File: src/rtl/uart_rx_engine.sv
// rtl/uart_rx_engine.sv - oversampling UART receiver with majority-vote bit decisions and FWFT receive FIFO
module uart_rx_engine #(
  parameter int DATA_BITS   = 8,
  parameter int PARITY_MODE = 0,
  parameter int STOP_BITS   = 1,
  parameter int OVERSAMPLE  = 16,
  parameter int FIFO_DEPTH  = 8
) (
  input  logic                          Clk,
  input  logic                          Reset,
  input  logic                          Enable,
  input  logic                          baud_tick,
  input  logic                          UART_RX_I,
  input  logic                          Unload_data,
  input  logic                          Clear_errors,
  output logic [DATA_BITS-1:0]          RX_data,
  output logic                          RX_frame_err,
  output logic                          RX_parity_err,
  output logic                          Empty,
  output logic                          Full,
  output logic [$clog2(FIFO_DEPTH):0]   Count,
  output logic                          Overrun,
  output logic                          Break_detect
);
  localparam int TW = $clog2(OVERSAMPLE);
  localparam int BW = $clog2(DATA_BITS + 1);
  localparam int AW = $clog2(FIFO_DEPTH);
  localparam int M  = OVERSAMPLE / 2;
  localparam logic [TW-1:0] T_V0  = TW'(M - 1);
  localparam logic [TW-1:0] T_V1  = TW'(M);
  localparam logic [TW-1:0] T_V2  = TW'(M + 1);
  localparam logic [TW-1:0] T_END = TW'(OVERSAMPLE - 1);
  localparam logic [BW-1:0] B_DATA_LAST = BW'(DATA_BITS - 1);
  localparam logic [BW-1:0] B_STOP_LAST = BW'(STOP_BITS - 1);
  localparam logic [AW:0]   C_FULL      = (AW + 1)'(FIFO_DEPTH);

  typedef enum logic [2:0] {S_IDLE, S_START, S_DATA, S_PARITY, S_STOP} state_t;

  state_t               state, state_n;
  logic                 rx_m, rx_s;
  logic [TW-1:0]        tick_cnt;
  logic [BW-1:0]        bit_cnt;
  logic                 v0, v1;
  logic [DATA_BITS-1:0] shreg;
  logic                 frame_err, parity_err, par_bit;
  logic [DATA_BITS+1:0] mem [FIFO_DEPTH];
  logic [AW-1:0]        wr_ptr, rd_ptr;
  logic [DATA_BITS+1:0] head;

  logic majority, vote_now, bit_end, frame_done, fe_final, is_break;
  logic push, do_write, do_pop, ovr_set, brk_set;

  assign majority   = (v0 & v1) | (v0 & rx_s) | (v1 & rx_s);
  assign vote_now   = baud_tick && (tick_cnt == T_V2);
  assign bit_end    = baud_tick && (tick_cnt == T_END);
  assign frame_done = Enable && (state == S_STOP) && vote_now && (bit_cnt == B_STOP_LAST);
  assign fe_final   = frame_err | ~majority;
  // A break is an all-zero frame whose stop bit also reads low; it never enters the FIFO.
  assign is_break   = (shreg == '0) && !par_bit && fe_final;
  assign push       = frame_done && !is_break;
  assign brk_set    = frame_done && is_break;

  assign do_pop   = Unload_data && !Empty;
  assign do_write = push && (!Full || do_pop);
  assign ovr_set  = push && Full && !do_pop;

  assign Empty         = (Count == '0);
  assign Full          = (Count == C_FULL);
  assign head          = mem[rd_ptr];
  assign RX_data       = Empty ? '0 : head[DATA_BITS+1:2];
  assign RX_frame_err  = !Empty && head[1];
  assign RX_parity_err = !Empty && head[0];

  always_comb begin
    state_n = state;
    case (state)
      S_IDLE:   if (Enable && !rx_s) state_n = S_START;
      S_START:  if (vote_now && majority) state_n = S_IDLE;
                else if (bit_end) state_n = S_DATA;
      S_DATA:   if (bit_end && bit_cnt == B_DATA_LAST)
                  state_n = (PARITY_MODE != 0) ? S_PARITY : S_STOP;
      S_PARITY: if (bit_end) state_n = S_STOP;
      S_STOP:   if (vote_now && bit_cnt == B_STOP_LAST) state_n = S_IDLE;
      default:  state_n = S_IDLE;
    endcase
    if (state != S_IDLE && !Enable) state_n = S_IDLE;
  end

  always_ff @(posedge Clk) begin
    if (Reset) begin
      state      <= S_IDLE;
      rx_m       <= 1'b1;
      rx_s       <= 1'b1;
      tick_cnt   <= '0;
      bit_cnt    <= '0;
      v0         <= 1'b1;
      v1         <= 1'b1;
      shreg      <= '0;
      frame_err  <= 1'b0;
      parity_err <= 1'b0;
      par_bit    <= 1'b0;
    end else begin
      state <= state_n;
      rx_m  <= UART_RX_I;
      rx_s  <= rx_m;
      if (state == S_IDLE) begin
        tick_cnt   <= '0;
        bit_cnt    <= '0;
        frame_err  <= 1'b0;
        parity_err <= 1'b0;
        par_bit    <= 1'b0;
      end else if (baud_tick) begin
        tick_cnt <= (tick_cnt == T_END) ? '0 : tick_cnt + TW'(1);
        if (tick_cnt == T_V0) v0 <= rx_s;
        if (tick_cnt == T_V1) v1 <= rx_s;
        if (tick_cnt == T_V2) begin
          case (state)
            S_DATA:   shreg <= {majority, shreg[DATA_BITS-1:1]};
            S_PARITY: begin
              par_bit    <= majority;
              parity_err <= (^shreg) ^ majority ^ (PARITY_MODE == 2);
            end
            S_STOP:   if (!majority) frame_err <= 1'b1;
            default:  ;
          endcase
        end
        if (tick_cnt == T_END) begin
          if (state == S_DATA) bit_cnt <= (bit_cnt == B_DATA_LAST) ? '0 : bit_cnt + BW'(1);
          else if (state == S_STOP) bit_cnt <= bit_cnt + BW'(1);
        end
      end
    end
  end

  always_ff @(posedge Clk) begin
    if (do_write) mem[wr_ptr] <= {shreg, fe_final, parity_err};
  end

  always_ff @(posedge Clk) begin
    if (Reset) begin
      wr_ptr       <= '0;
      rd_ptr       <= '0;
      Count        <= '0;
      Overrun      <= 1'b0;
      Break_detect <= 1'b0;
    end else begin
      if (do_write) wr_ptr <= wr_ptr + AW'(1);
      if (do_pop)   rd_ptr <= rd_ptr + AW'(1);
      if (do_write && !do_pop)      Count <= Count + (AW + 1)'(1);
      else if (!do_write && do_pop) Count <= Count - (AW + 1)'(1);
      Overrun      <= ovr_set | (Overrun & ~Clear_errors);
      Break_detect <= brk_set | (Break_detect & ~Clear_errors);
    end
  end
endmodule

File: config.mk
export PLATFORM = sky130hd
export DESIGN_NAME = uart_rx_engine
export DESIGN_NICKNAME = d
export VERILOG_FILES = /design/src/rtl/uart_rx_engine.sv
export SDC_FILE = /design/constraint.sdc
export NUM_CORES = 1
export LEC_CHECK = 0
export ABC_CLOCK_PERIOD_IN_PS = 5370
export CORE_UTILIZATION = 35
export CTS_CLUSTER_SIZE = 20
export DETAILED_ROUTE_END_ITERATION = 8
export GPL_TIMING_DRIVEN = 0
export PLACE_DENSITY_LB_ADDON = 0.12
export SYNTH_ARGS = -nofsm -noshare
export SYNTH_HDL_FRONTEND = slang
export SYNTH_SLANG_ARGS = --single-unit
File: constraint.sdc
create_clock -name Clk -period 5.37 [get_ports Clk]
set_clock_uncertainty 0.05 [all_clocks]
set_input_delay 0.8055 -clock Clk [delete_from_list [all_inputs] [get_ports Clk]]
set_output_delay 0.8055 -clock Clk [all_outputs]
set_load 0.01 [all_outputs]
==> reports/results.tsv <==
metric	value	unit
internal power summed over all cells	1940	uW
routed wire length per instance	17.7	um
worst hold path stage count	1	
peak per-stage delay on the critical path	0.96	ns
hold violation count in the final report	0	
setup slack of the worst register-to-register path	2.03	ns
share of flip-flops with an asynchronous set or reset after synthesis	0	
Hold Crit Start	rx_m$_SDFF_PP1_	
top-level I/O count	25	
path type of the worst min-delay path	register to register	
count of cell types in the netlist	50	
worst skew pair latency	0.41	ns
static power due to leakage	0.00234	uW
Final WS setup	1.72	ns
number of routed nets with antenna violations	0	
share of post-route cells with drive strength above 1	0.151	
CP bufs+invs	2	
post-synthesis average cell area	14.4	um2
max-cap violations	0	
Worst R2R Path Depth	12	
nets in the synthesized netlist	383	
RSZ-0062 raised after global routing	false	
critical path type	register to output port	
largest net degree at the start of global routing	17	
setup-violating endpoint count in the final report	0	
capture point of the worst reg-to-reg path	Count[3]$_SDFFE_PP0P_	
DR vias	2929	
max-slew violation count	0	
violation count after the first detailed-routing iteration	159	
port bufs	23	
chip width	124	um
Fin Setup TNS	0	ns
Pwr Total	2540	uW
CTS Sinks	121	
Floorplan Core Area	14500	um2
status	finished, final reports clean	
top cell type's share of synthesized area	0.464	
total of hold buffers inserted after clock tree synthesis	0	
initial core utilization	0.358	
type of element capturing the critical path	output port	
number of synthesized flops with an enable pin	80	
top cell type by total area after synthesis	sky130_fd_sc_hd__edfxtp_1	
combinational share of power	0.137	
ranking of synthesized cells by instance count	80 x sky130_fd_sc_hd__edfxtp_1, 42 x sky130_fd_sc_hd__nor2_1, 41 x sky130_fd_sc_hd__dfxtp_1	
residual overflow from global routing	0	
Sw Share	0.238	
critical path cell sequence	nor4_1 -> clkbuf_1 -> clkdlybuf4s50_1	
Area Overhead vs Synth	20.7	%
P per Cell Area	406	nW/um2
post-CTS setup repair buffer count	0	
worst slew pin tran	1.10	ns
post-synthesis sequential area ratio	0.622	
Clock Root Buffer	sky130_fd_sc_hd__clkbuf_16	
Routed Wire Length	10.7	mm
Switch Pwr	603	uW
library cell with the highest instance count after synthesis	sky130_fd_sc_hd__edfxtp_1	
Crit Reg-Reg Startpoint	bit_cnt[0]$_SDFFE_PP0P_	
crit path DAT	2.80	ns
cell family with the largest share of critical-path delay	buffers and inverters	
worst slack at placement	1.54	ns
Startpoint Class	register	
area post-placement	5640	um2
RePlAce Congestion	0.775	
Clk pin slew, worst setup/hold paths	0.05	ns
cell types with the largest area share after synthesis	sky130_fd_sc_hd__edfxtp_1 46%, sky130_fd_sc_hd__dfxtp_1 16%, sky130_fd_sc_hd__mux4_2 8.7%	
Final period util	0.680	
CTS tree	done	
Synth Flop Type	sky130_fd_sc_hd__edfxtp_1	
slowest stage cell on the critical path	sky130_fd_sc_hd__nor4_1	
H-tree Lvls	4	
number of storage elements in the synthesis netlist	121	
number of global-route vias before repair	3020	
destination of the worst hold path	rx_s$_SDFF_PP1_	
dpl hpwl	6.78	mm
area of the mapped netlist	5180	um2
cell count after synthesis	361	
via density per instance	4.87	
Die Ht	124	um
final design area excluding fillers	6250	um2
number of iterations in the first detailed-routing pass	4	
CP Max Fanout	10	
Req. time, crit path	4.51	ns
part of the power in the clock network	0.458	
wire length of the first global-routing pass	17.0	mm
TritonCTS Buffers	17	
total routing usage reported by global routing	0.159	
Die Outline Area	15300	um2
hold slack final	0.360	ns
worst-case headroom to the max-slew limit	0.258	
Warnings, synthesis	0	
top achievable clock speed	274	MHz
worst vdd rail ir drop	0.000217	V
power share of the sequential group	0.406	
layout net count	425	
min cycle time layout	3.65	ns
num rows	44	
Post-CTS Resized	0	
initial antenna violation count	0	
Clock Path Buffers	2	
Remaining DRCs	0	
## worst register-to-register path, stage by stage, from the launching register on
cell,delay [ns]
sky130_fd_sc_hd__dfxtp_1,0.32
sky130_fd_sc_hd__inv_1,0.09
sky130_fd_sc_hd__ha_1,0.14
sky130_fd_sc_hd__or3b_4,0.40
sky130_fd_sc_hd__a2111o_1,0.43
sky130_fd_sc_hd__nor2_1,0.29
sky130_fd_sc_hd__ha_1,0.23
sky130_fd_sc_hd__inv_1,0.09
sky130_fd_sc_hd__ha_1,0.27
sky130_fd_sc_hd__a21o_1,0.17
sky130_fd_sc_hd__a21oi_1,0.18
sky130_fd_sc_hd__mux2i_1,0.22
sky130_fd_sc_hd__mux2_2,0.34
## cell usage in the layout (no fill, tap or decap), types with 3 or more instances in the layout
master / n
sky130_fd_sc_hd__bufinv_16: 4
sky130_fd_sc_hd__clkbuf_16: 17
sky130_fd_sc_hd__mux2i_1: 25
sky130_fd_sc_hd__nand2b_1: 4
sky130_fd_sc_hd__nand2_1: 7
sky130_fd_sc_hd__o21ai_0: 4
sky130_fd_sc_hd__nor3_1: 5
sky130_fd_sc_hd__clkbuf_1: 10
sky130_fd_sc_hd__a21oi_1: 15
sky130_fd_sc_hd__inv_1: 17
sky130_fd_sc_hd__and2_1: 4
sky130_fd_sc_hd__nor2b_1: 3
sky130_fd_sc_hd__or2_2: 3
sky130_fd_sc_hd__mux4_2: 20
sky130_fd_sc_hd__xor2_1: 6
sky130_fd_sc_hd__clkdlybuf4s50_1: 23
sky130_fd_sc_hd__and4b_1: 3
sky130_fd_sc_hd__dfxtp_1: 41
sky130_fd_sc_hd__clkinv_2: 7
sky130_fd_sc_hd__and3b_1: 3
sky130_fd_sc_hd__nand3_1: 4
sky130_fd_sc_hd__xnor2_1: 7
sky130_fd_sc_hd__ha_1: 14
sky130_fd_sc_hd__edfxtp_1: 80
sky130_fd_sc_hd__nor2_1: 42
sky130_fd_sc_hd__nand3b_1: 8
## cells by family (layout without fill, tap and decap cells)
group,Yosys count,count (layout),synth area share
xor+xnor,13,13,0.0220
compound gates,28,28,0.0338
other cells,0,1,0
buf+inv,32,87,0.0311
flops,121,121,0.622
mux,46,46,0.137
simple gates,105,105,0.114
fa+ha+maj,16,16,0.0396
## final cells by class
type | instances | area, um2
clock buffers | 17 | 425
well taps | 184 | 230
diodes | 1 | 2.50
fillers | 1341 | 8230
plain buffers | 15 | 97.6
flip-flops and latches | 121 | 3220
clock inverters | 15 | 183
inverters | 17 | 63.8
repair buffers | 23 | 230
multi-input cells | 208 | 1800
## metal layers
metal  GRT usage  vias to the layer above  part of all wire
met1       0.200                     1417              0.48
met4      0.0768                        0             0.021
met2       0.249                       52              0.46
li1            -                     1443                 -
met3      0.0462                       17             0.032
met5           0                        -                 0
## worst max-delay path by stage
stage | start | endpoint | depth (start not counted)
6_report | Count[0]$_SDFFE_PP0P_ | Empty | 3
5_1_grt | Count[0]$_SDFFE_PP0P_ | Empty | 3
4_1_cts | Count[0]$_SDFFE_PP0P_ | Empty | 3
3_5_place_dp | Enable | Count[3]$_SDFFE_PP0P_ | 11
3_3_place_gp | Enable | Count[3]$_SDFFE_PP0P_ | 11
2_1_floorplan | baud_tick | Count[3]$_SDFFE_PP0P_ | 11
## state kept, by name, indices dropped and copies added, names as in the netlist, 3 cells and up, named ones only
| signal | cells |
|---|---|
| rd_ptr | 3 |
| state | 3 |
| tick_cnt | 4 |
| wr_ptr | 3 |
| mem | 80 |
| shreg | 8 |
| Count | 4 |
| bit_cnt | 4 |
## power groups by stage
stage | Combinational (uW) | Clock [uW] | Sequential (uW)
after floorplan | 223 | 0 | 1050
after global placement | 350 | 0 | 1050
after detailed placement | 355 | 0 | 1050
after CTS | 356 | 1190 | 1030
after global routing | 380 | 1230 | 1030
final | 347 | 1160 | 1030
## metrics by stage
step                      std cells   util
final                           601  0.432
after global routing            600  0.432
after CTS                       600  0.432
after detailed placement        568  0.390
after global placement          568  0.390
after floorplan                 361      -
(Power assumes the default switching activity.)
==> RTL edit, RTL diff (same flow settings) <==
Make the reset (`Reset`) asynchronous in 2 clocked blocks.
--- a/src/rtl/uart_rx_engine.sv
+++ b/src/rtl/uart_rx_engine.sv
@@ -88,3 +88,3 @@
 
-  always_ff @(posedge Clk) begin
+  always_ff @(posedge Clk or posedge Reset) begin
     if (Reset) begin
@@ -138,3 +138,3 @@
 
-  always_ff @(posedge Clk) begin
+  always_ff @(posedge Clk or posedge Reset) begin
     if (Reset) begin
Behaviour: no difference found for any inputs over 10 cycles, from zero or initial values and one cycle with Reset high; that may be too few to reach the edited logic, so the function may still have changed.
==> RTL edit against the original RTL <==
- via count increased by 3.3%
- synthesized area up 3.1%
- clock power is 4% higher
- count of clock-buffer cells in the layout increased by 5
- the flow now finishes with violations (DRC)
- routed wire length shrank 0.62%
- setup slack improved by 0.14 ns
- first-iteration DRC count decreased by 3.8%
- design area increased by 2.9%
- register-to-register slack better by 0.34 ns
- sequential cell count shrank 3
- synthesized cell count decreased by 1.4%
- critical path type unchanged
- power grew 13%
- sequential share of layout area rose by 0.65 points
==> RTL edit: results (changes against the original RTL) <==
\begin{tabular}{lr}
\hline
Metric & Value \\
\hline
\multicolumn{2}{l}{\textbf{Worst setup path}} \\
Critical path startpoint & rd\_ptr[1] \\
Startpoint of the worst-slack reg-to-reg timing path & tick\_cnt[1] \\
Worst EP arrival & 2.66 ns (-0.14 ns) \\
\multicolumn{2}{l}{\textbf{Yosys}} \\
Post-synthesis instance total & 356 (-1.4\%) \\
Unique cell type count in the Yosys netlist & 57 (+14\%) \\
Sequential cell area fraction in the yosys report & 0.6287 (+0.006797) \\
Leading cell types by total area after synthesis & sky130\_fd\_sc\_hd\_\_edfxtp\_1 (45\%), sky130\_fd\_sc\_hd\_\_dfrtp\_1 (16\%), sky130\_fd\_sc\_hd\_\_mux4\_2 (8.4\%) \\
Async SR Flop Fraction & 0.3220 (+0.3220) \\
Most instantiated cells after synthesis & sky130\_fd\_sc\_hd\_\_edfxtp\_1 (80), sky130\_fd\_sc\_hd\_\_dfrtp\_1 (34), sky130\_fd\_sc\_hd\_\_nor2\_1 (24) \\
\multicolumn{2}{l}{\textbf{Layout}} \\
Antenna diode count & 0 (-1) \\
FILL cells & 1312 (-2.2\%) \\
Proportion of layout cells with a drive suffix above 1 & 0.1845 (+0.03302) \\
Post-Layout Cell Count & 596 (-0.83\%) \\
\multicolumn{2}{l}{\textbf{Pwr}} \\
Static Leakage & 2.422 nW (+3.4\%) \\
Peak ir drop on the vdd network & 0.2306 mV (+6.1\%) \\
\multicolumn{2}{l}{\textbf{Placement}} \\
Dpl hpwl & 6692 um (-1.3\%) \\
Routability congestion estimate from global placement & 0.7620 (-1.6\%) \\
Number of placed instances, taps included & 564 (-0.70\%) \\
\multicolumn{2}{l}{\textbf{Drt}} \\
Via-to-Cell Ratio & 5.079 (+4.2\%) \\
Post-route DRC & 1 (+1) \\
DR WL/cell & 17.78 um (+0.21\%) \\
\multicolumn{2}{l}{\textbf{GRT}} \\
Wire length of the first global-routing pass & 17440 um (+2.7\%) \\
Overall global routing resource usage & 0.1499 (-0.008860) \\
\multicolumn{2}{l}{\textbf{CTS}} \\
Later-pin clock latency in the skew report & 0.41 ns (about the same) \\
\multicolumn{2}{l}{\textbf{Outcome}} \\
Run status & finished with violations \\
Violations in the final reports & DRC \\
\hline
\end{tabular}
RTL edit: worst paths after layout:
path / endpoint / slack, ns / depth (start not counted)
setup / recovery: RX_data[7] / 1.86 / 5
hold / removal: rx_s / 0.30 / 0
setup reg to reg: Count[3] / 2.37 / 14
hold reg to reg: rx_s / 0.30 / 0
max in group asynchronous: shreg[3] / 3.92 / 2
min in group asynchronous: Break_detect / 0.82 / 2
RTL edit: metal layers:
| metal | vias to the layer above | wire length (um) | GRT usage |
|---|---|---|---|
| met5 | - | 0 | 0 |
| met4 | 0 | 162 | 0.05811 |
| met3 | 16 | 246 | 0.04108 |
| met2 | 28 | 5306 | 0.2451 |
| met1 | 1534 | 4879 | 0.1890 |
| li1 | 1449 | - | - |
RTL edit: logic make-up after synthesis:
| kind of cell | count (synthesis) | share of synthesized area |
|---|---|---|
| AO/OA/AOI/OAI | 42 | 0.05622 |
| XOR/XNOR | 11 | 0.01804 |
| AND/OR/NAND/NOR | 90 | 0.09909 |
| flip-flops | 118 | 0.6287 |
| multiplexers | 41 | 0.1256 |
| adder cells (fa/ha/maj) | 17 | 0.04053 |
| buffers and inverters | 37 | 0.03186 |
RTL edit: through the flow:
stage	hold slack, ns	utilization	power, mW	setup slack, ns
floorplan	0.2952	-	1.469	2.416
global placement	0.2964	0.3954	1.682	1.550
detailed placement	0.2972	0.3954	1.692	1.587
CTS	0.3049	0.4378	2.907	1.806
global route	0.3071	0.4378	3.008	1.721
finish	0.3034	0.4378	2.867	1.857
RTL edit: layout make-up:
type	instances	area, sq um	area share
Sequential cell	118	3358	0.5219
Multi-Input combinational cell	201	1813	0.2817
Clock buffer	22	444.2	0.06903
Timing Repair Buffer	24	240.2	0.03733
Tap cell	184	230.2	0.03578
Clock inverter	10	178.9	0.02780
Buffer	18	98.84	0.01536
Inverter	19	71.32	0.01108
RTL edit: report_power, final:
group	total [mW]	leakage [nW]	switching (mW)	internal, mW
clock network	1.21	0.296	0.387	0.819
registers	1.05	1.31	0.0484	1.00
logic	0.607	0.821	0.301	0.306
total	2.87	2.42	0.736	2.13
RTL edit: critical path, cell delays in order (launching register included):
cell	delay [ns]
sky130_fd_sc_hd__dfrtp_1	0.40
sky130_fd_sc_hd__clkbuf_1	0.64
sky130_fd_sc_hd__mux4_2	0.41
sky130_fd_sc_hd__mux2i_1	0.22
sky130_fd_sc_hd__nor2_1	0.08
sky130_fd_sc_hd__clkdlybuf4s50_1	0.50
